### config.mk
export PLATFORM = sky130hd
export DESIGN_NAME = fifo_write_arbiter
export DESIGN_NICKNAME = d
export VERILOG_FILES = /design/src/rtl/fifo_arb_pkg.sv /design/src/rtl/arb_stall_timer.sv /design/src/rtl/fifo_write_arbiter.sv
export SDC_FILE = /design/constraint.sdc
export NUM_CORES = 1
export LEC_CHECK = 0
export ABC_AREA = 1
export CAP_MARGIN = 20
export CORE_MARGIN = 2
export CORE_UTILIZATION = 47
export CTS_CLUSTER_SIZE = 12
export DETAILED_ROUTE_END_ITERATION = 7
export GPL_TIMING_DRIVEN = 0
export PLACE_DENSITY_LB_ADDON = 0.3
export RECOVER_POWER = 25
export SYNTH_ARGS = -nofsm -noshare
export SYNTH_HDL_FRONTEND = slang
export SYNTH_SLANG_ARGS = --single-unit
### constraint.sdc
create_clock -name clk -period 2.7 [get_ports clk]
set_input_delay 0.54 -clock clk [delete_from_list [all_inputs] [get_ports clk]]
set_output_delay 0.54 -clock clk [all_outputs]
set_load 0.03 [all_outputs]
### src/rtl/fifo_arb_pkg.sv
// rtl/fifo_arb_pkg.sv - shared state encoding and default sizes for the FIFO write arbiter
package fifo_arb_pkg;

  typedef enum logic [1:0] {
    ST_IDLE = 2'd0,
    ST_OWN0 = 2'd1,
    ST_OWN1 = 2'd2
  } arb_state_t;

  localparam int DEF_DATABITS = 8;
  localparam int DEF_TBITS    = 8;
  localparam int DEF_TIMEOUT  = 255;

endpackage

### src/rtl/arb_stall_timer.sv
// rtl/arb_stall_timer.sv - counts consecutive owner-idle cycles and flags when the limit is reached
module arb_stall_timer
  import fifo_arb_pkg::*;
#(
  parameter int TBITS   = DEF_TBITS,
  parameter int TIMEOUT = DEF_TIMEOUT
) (
  input  logic clk,
  input  logic rst,
  input  logic clear,
  input  logic enable,
  output logic expired
);

  localparam logic [TBITS-1:0] LIMIT = TBITS'(TIMEOUT);

  logic [TBITS-1:0] count;

  // Clear has priority; the count parks at LIMIT so it never wraps.
  always_ff @(posedge clk) begin
    if (rst || clear) begin
      count <= '0;
    end else if (enable && (count != LIMIT)) begin
      count <= count + TBITS'(1);
    end
  end

  assign expired = (count == LIMIT);

endmodule

### src/rtl/fifo_write_arbiter.sv
// rtl/fifo_write_arbiter.sv - packet-locked round-robin arbiter for the shared FIFO write port
module fifo_write_arbiter
  import fifo_arb_pkg::*;
#(
  parameter int DATABITS = DEF_DATABITS,
  parameter int TIMEOUT  = DEF_TIMEOUT,
  parameter int TBITS    = DEF_TBITS
) (
  input  logic                clk,
  input  logic                rst,
  input  logic [DATABITS-1:0] s0_data,
  input  logic                s0_valid,
  input  logic                s0_last,
  output logic                s0_ready,
  input  logic [DATABITS-1:0] s1_data,
  input  logic                s1_valid,
  input  logic                s1_last,
  output logic                s1_ready,
  output logic [DATABITS-1:0] fifo_write_data,
  output logic                fifo_write_en,
  input  logic                fifo_full,
  output logic                owner,
  output logic                busy,
  output logic                timeout_err
);

  arb_state_t state, state_nxt;
  logic       last_served, last_served_nxt;
  logic       owner_nxt;
  logic       own0, own1, owning;
  logic       cur_valid, cur_last;
  logic       port_open, beat;
  logic       expired;

  assign own0   = (state == ST_OWN0);
  assign own1   = (state == ST_OWN1);
  assign owning = own0 || own1;

  assign cur_valid = (own0 && s0_valid) || (own1 && s1_valid);
  assign cur_last  = (own0 && s0_last)  || (own1 && s1_last);

  // The port is open to the owner whenever the FIFO has room; it is shut in
  // the expiry cycle so a late beat cannot race the revocation, and in reset.
  assign port_open = owning && !fifo_full && !expired && !rst;
  assign beat      = cur_valid && port_open;

  assign s0_ready        = own0 && port_open;
  assign s1_ready        = own1 && port_open;
  assign fifo_write_en   = beat;
  assign fifo_write_data = own0 ? s0_data : (own1 ? s1_data : '0);
  assign busy            = (state != ST_IDLE);
  assign timeout_err     = owning && expired && !rst;

  // Backpressure holds the count; only an owner that is free to send but
  // does not is treated as stalled.
  arb_stall_timer #(
    .TBITS   (TBITS),
    .TIMEOUT (TIMEOUT)
  ) u_stall_timer (
    .clk     (clk),
    .rst     (rst),
    .clear   (!owning || beat || expired),
    .enable  (owning && !cur_valid && !fifo_full),
    .expired (expired)
  );

  // Next-state: grant from IDLE, hand off on a last beat, revoke on stall.
  always_comb begin
    state_nxt       = state;
    last_served_nxt = last_served;
    owner_nxt       = owner;
    case (state)
      ST_IDLE: begin
        if (s0_valid && (!s1_valid || last_served)) begin
          state_nxt = ST_OWN0;
          owner_nxt = 1'b0;
        end else if (s1_valid) begin
          state_nxt = ST_OWN1;
          owner_nxt = 1'b1;
        end
      end
      ST_OWN0: begin
        if (beat && cur_last) begin
          last_served_nxt = 1'b0;
          if (s1_valid) begin
            state_nxt = ST_OWN1;
            owner_nxt = 1'b1;
          end else begin
            state_nxt = ST_IDLE;
          end
        end else if (expired) begin
          last_served_nxt = 1'b0;
          state_nxt       = ST_IDLE;
        end
      end
      ST_OWN1: begin
        if (beat && cur_last) begin
          last_served_nxt = 1'b1;
          if (s0_valid) begin
            state_nxt = ST_OWN0;
            owner_nxt = 1'b0;
          end else begin
            state_nxt = ST_IDLE;
          end
        end else if (expired) begin
          last_served_nxt = 1'b1;
          state_nxt       = ST_IDLE;
        end
      end
      default: begin
        state_nxt = ST_IDLE;
      end
    endcase
  end

  // State, round-robin pointer and owner index registers.
  always_ff @(posedge clk) begin
    if (rst) begin
      state       <= ST_IDLE;
      last_served <= 1'b1;
      owner       <= 1'b0;
    end else begin
      state       <= state_nxt;
      last_served <= last_served_nxt;
      owner       <= owner_nxt;
    end
  end

endmodule

==> flow_metrics.env <==
export IMPL_io_buffers=36
export IMPL_ys_seq_area_frac=0.245
export IMPL_leakage_nw=0.793
export IMPL_grt_max_degree=11
export IMPL_grtUsageTotal=0.240
export IMPL_multiInputGateArea_um2=618
export IMPL_area_delta_synth_final_pct=43.6
export IMPL_r2r_start="state[1]$_SDFFE_PP0P_"
export IMPL_antenna_found_initial=0
export IMPL_drt_iter0_drc=20
export IMPL_dieArea_mm2=0.00247
export IMPL_rrSetupSlack_ps=640
export IMPL_netlist_instances=153
export IMPL_drc_errors=0
export IMPL_cp_startpoint="state[1]$_SDFFE_PP0P_"
export IMPL_hpwl_um=2170
export IMPL_drv_slew=0
export IMPL_diodes=0
export IMPL_synth_distinct_cells=31
export IMPL_grt_pass1_vias=1156
export IMPL_clock_latency_ps=270
export IMPL_final_common_cell="nand2_1"
export IMPL_cts_buffers=3
export IMPL_fill_cells=180
export IMPL_seq_area_um2=240
export IMPL_period_needed_ps=2550
export IMPL_tightestPinTransition_ps=341
export IMPL_status="finished clean"
export IMPL_powerDensity_mw_per_mm2=464
export IMPL_drive_gt1_frac=0.125
export IMPL_setup_viol=0
export IMPL_required_ps=2160
export IMPL_fin_tns_setup_ps=0
export IMPL_regToRegEndpoint="u_stall_timer.count[5]$_SDFFE_PP0P_"
export IMPL_rsz0062_at_grt="false"
export IMPL_syn_area_um2=982
export IMPL_die_height_um=49.7
export IMPL_syn_avg_cell_area_um2=6.42
export IMPL_grt_overflow=0
export IMPL_relSlewSlack=0.771
export IMPL_cp_end_kind="output pin"
export IMPL_critPathArrivalTime_ps=2010
export IMPL_cts_root_buf="clkbuf_4"
export IMPL_nets=222
export IMPL_via_per_inst=5.10
export IMPL_hold_viol_final=0
export IMPL_fin_crit_sh=0.945
export IMPL_wl_per_cell_um=11.9
export IMPL_cts_tree="done"
export IMPL_cts_sinks=12
export IMPL_cap_violations=0
export IMPL_whs_endpoint="last_served$_SDFFE_PP1P_"
export IMPL_htreeDepth=1
export IMPL_gp_congestion=0.893
export IMPL_yosysWarningCount=0
export IMPL_hp_start="last_served$_SDFFE_PP1P_"
export IMPL_whs_path_depth=2
export IMPL_firstDrtPassIters=4
export IMPL_grt_pass1_wl_um=4710
export IMPL_coreArea_mm2=0.00196
export IMPL_final_cell_mix="nand2_1 (47), clkdlybuf4s50_1 (23), inv_1 (22), nand3_1 (19), dfxtp_1 (12)"
export IMPL_wl_um=2600
export IMPL_path_max_fanout=5
export IMPL_hold_path_class="reg2reg"
export IMPL_vdd_drop_max_uv=371
export IMPL_rows=16
export IMPL_hold_slack_ps=473
export IMPL_cts_clk_slew_worst_paths_ps=70
export IMPL_cts_buffer_depth=2
export IMPL_rr_worst_depth=9
export IMPL_die_width_um=49.7
export IMPL_startpoint_type="flop"
export IMPL_skew_ps=3.60
export IMPL_max_freq_mhz=392
export IMPL_critical_path_class="reg2out"
export IMPL_synth_nets=181
export IMPL_yosys_register_bits=12
export IMPL_start_util=0.501
export IMPL_vias=1117
export IMPL_ios=37
export IMPL_ant_nets=0
-- Yosys cell counts, drive strengths merged --
library cell / count / area (um2)
a31o: 1 / 8.76
nor3b: 1 / 12.5
o221ai: 1 / 8.76
clkinv: 1 / 5.00
clkbuf: 2 / 11.3
nor3: 6 / 40.0
a21oi: 6 / 37.5
xor2: 1 / 8.76
xnor2: 1 / 8.76
nor2: 12 / 65.1
o22ai: 1 / 12.5
o21ai: 4 / 20.0
o21bai: 2 / 15.0
nand4: 2 / 18.8
nand3: 20 / 105
buf: 1 / 11.3
ha: 5 / 62.6
nand2: 50 / 200
inv: 24 / 90.1
dfxtp: 12 / 240
-- metrics by stage --
step           std cells   util  power [mW]  instance area (um2)  setup WS (ps)
6_report             219  0.719       0.654                 1410            147
2_1_floorplan        153      -       0.429                  982            647
3_5_place_dp         216  0.702       0.556                 1380          -83.7
3_3_place_gp         216  0.702       0.545                 1380          -71.6
5_1_grt              219  0.719       0.699                 1410           43.0
4_1_cts              219  0.711       0.662                 1400           26.0
-- cells by family after synthesis --
logic type / count (synthesis) / share of synthesized area
compound gates: 15 / 0.104
xor+xnor: 2 / 0.0178
fa+ha+maj: 5 / 0.0637
buf+inv: 28 / 0.120
flops: 12 / 0.245
simple gates: 91 / 0.450
-- worst max-delay path, cell delays in order (launching register included) --
cell           delay (ps)
dfxtp_1               420
inv_1                 100
ha_1                  340
inv_2                  80
nor2_2                150
nand3_2               120
nor2_1                120
dlygate4sd2_1         410
-- layer usage --
metal  vias to the layer above  routed length [um]  GRT usage
li1                        568                   -          -
met1                       525                1020      0.249
met2                        20                1480      0.467
met3                         4                  83     0.0576
met4                         0                  22     0.0694
met5                         -                   0          0
-- what timing repair did --
action | 4_1_cts | 5_1_grt
hold buffers | 0 | 0
buffers inserted | 0 | 0
hold endpoints to repair | 0 | 0
pin swaps | 0 | 0
endpoints found under the setup margin | 5 | 9
resized for setup | 5 | 9
-- state kept, by name, indices dropped and copies added (netlist names) --
register             count
u_stall_timer.count      8
owner                    1
last_served              1
state                    2
-- area by class of cell --
class	instances	area share
Buffer	3	0.0169
Inverter	25	0.0674
Tap cell	27	0.0240
Sequential cell	12	0.170
Multi-Input combinational cell	113	0.438
Clock buffer	3	0.0160
Timing Repair Buffer	36	0.267
-- where the power goes --
| group | total, mW | leakage, nW | switching [mW] | internal (mW) |
|---|---|---|---|---|
| Sequential | 0.203 | 0.0975 | 0.0120 | 0.191 |
| Combinational | 0.342 | 0.681 | 0.204 | 0.138 |
| Clock | 0.109 | 0.0138 | 0.0573 | 0.0516 |
-- worst max path at each step --
stage	end	slack, ps
after CTS	fifo_write_data[5]	30
after floorplan	timeout_err	650
after global routing	fifo_write_en	40
final	s1_ready	150
after global placement	fifo_write_en	-70
after detailed placement	fifo_write_en	-80
Power figures use the tool's default switching activity.
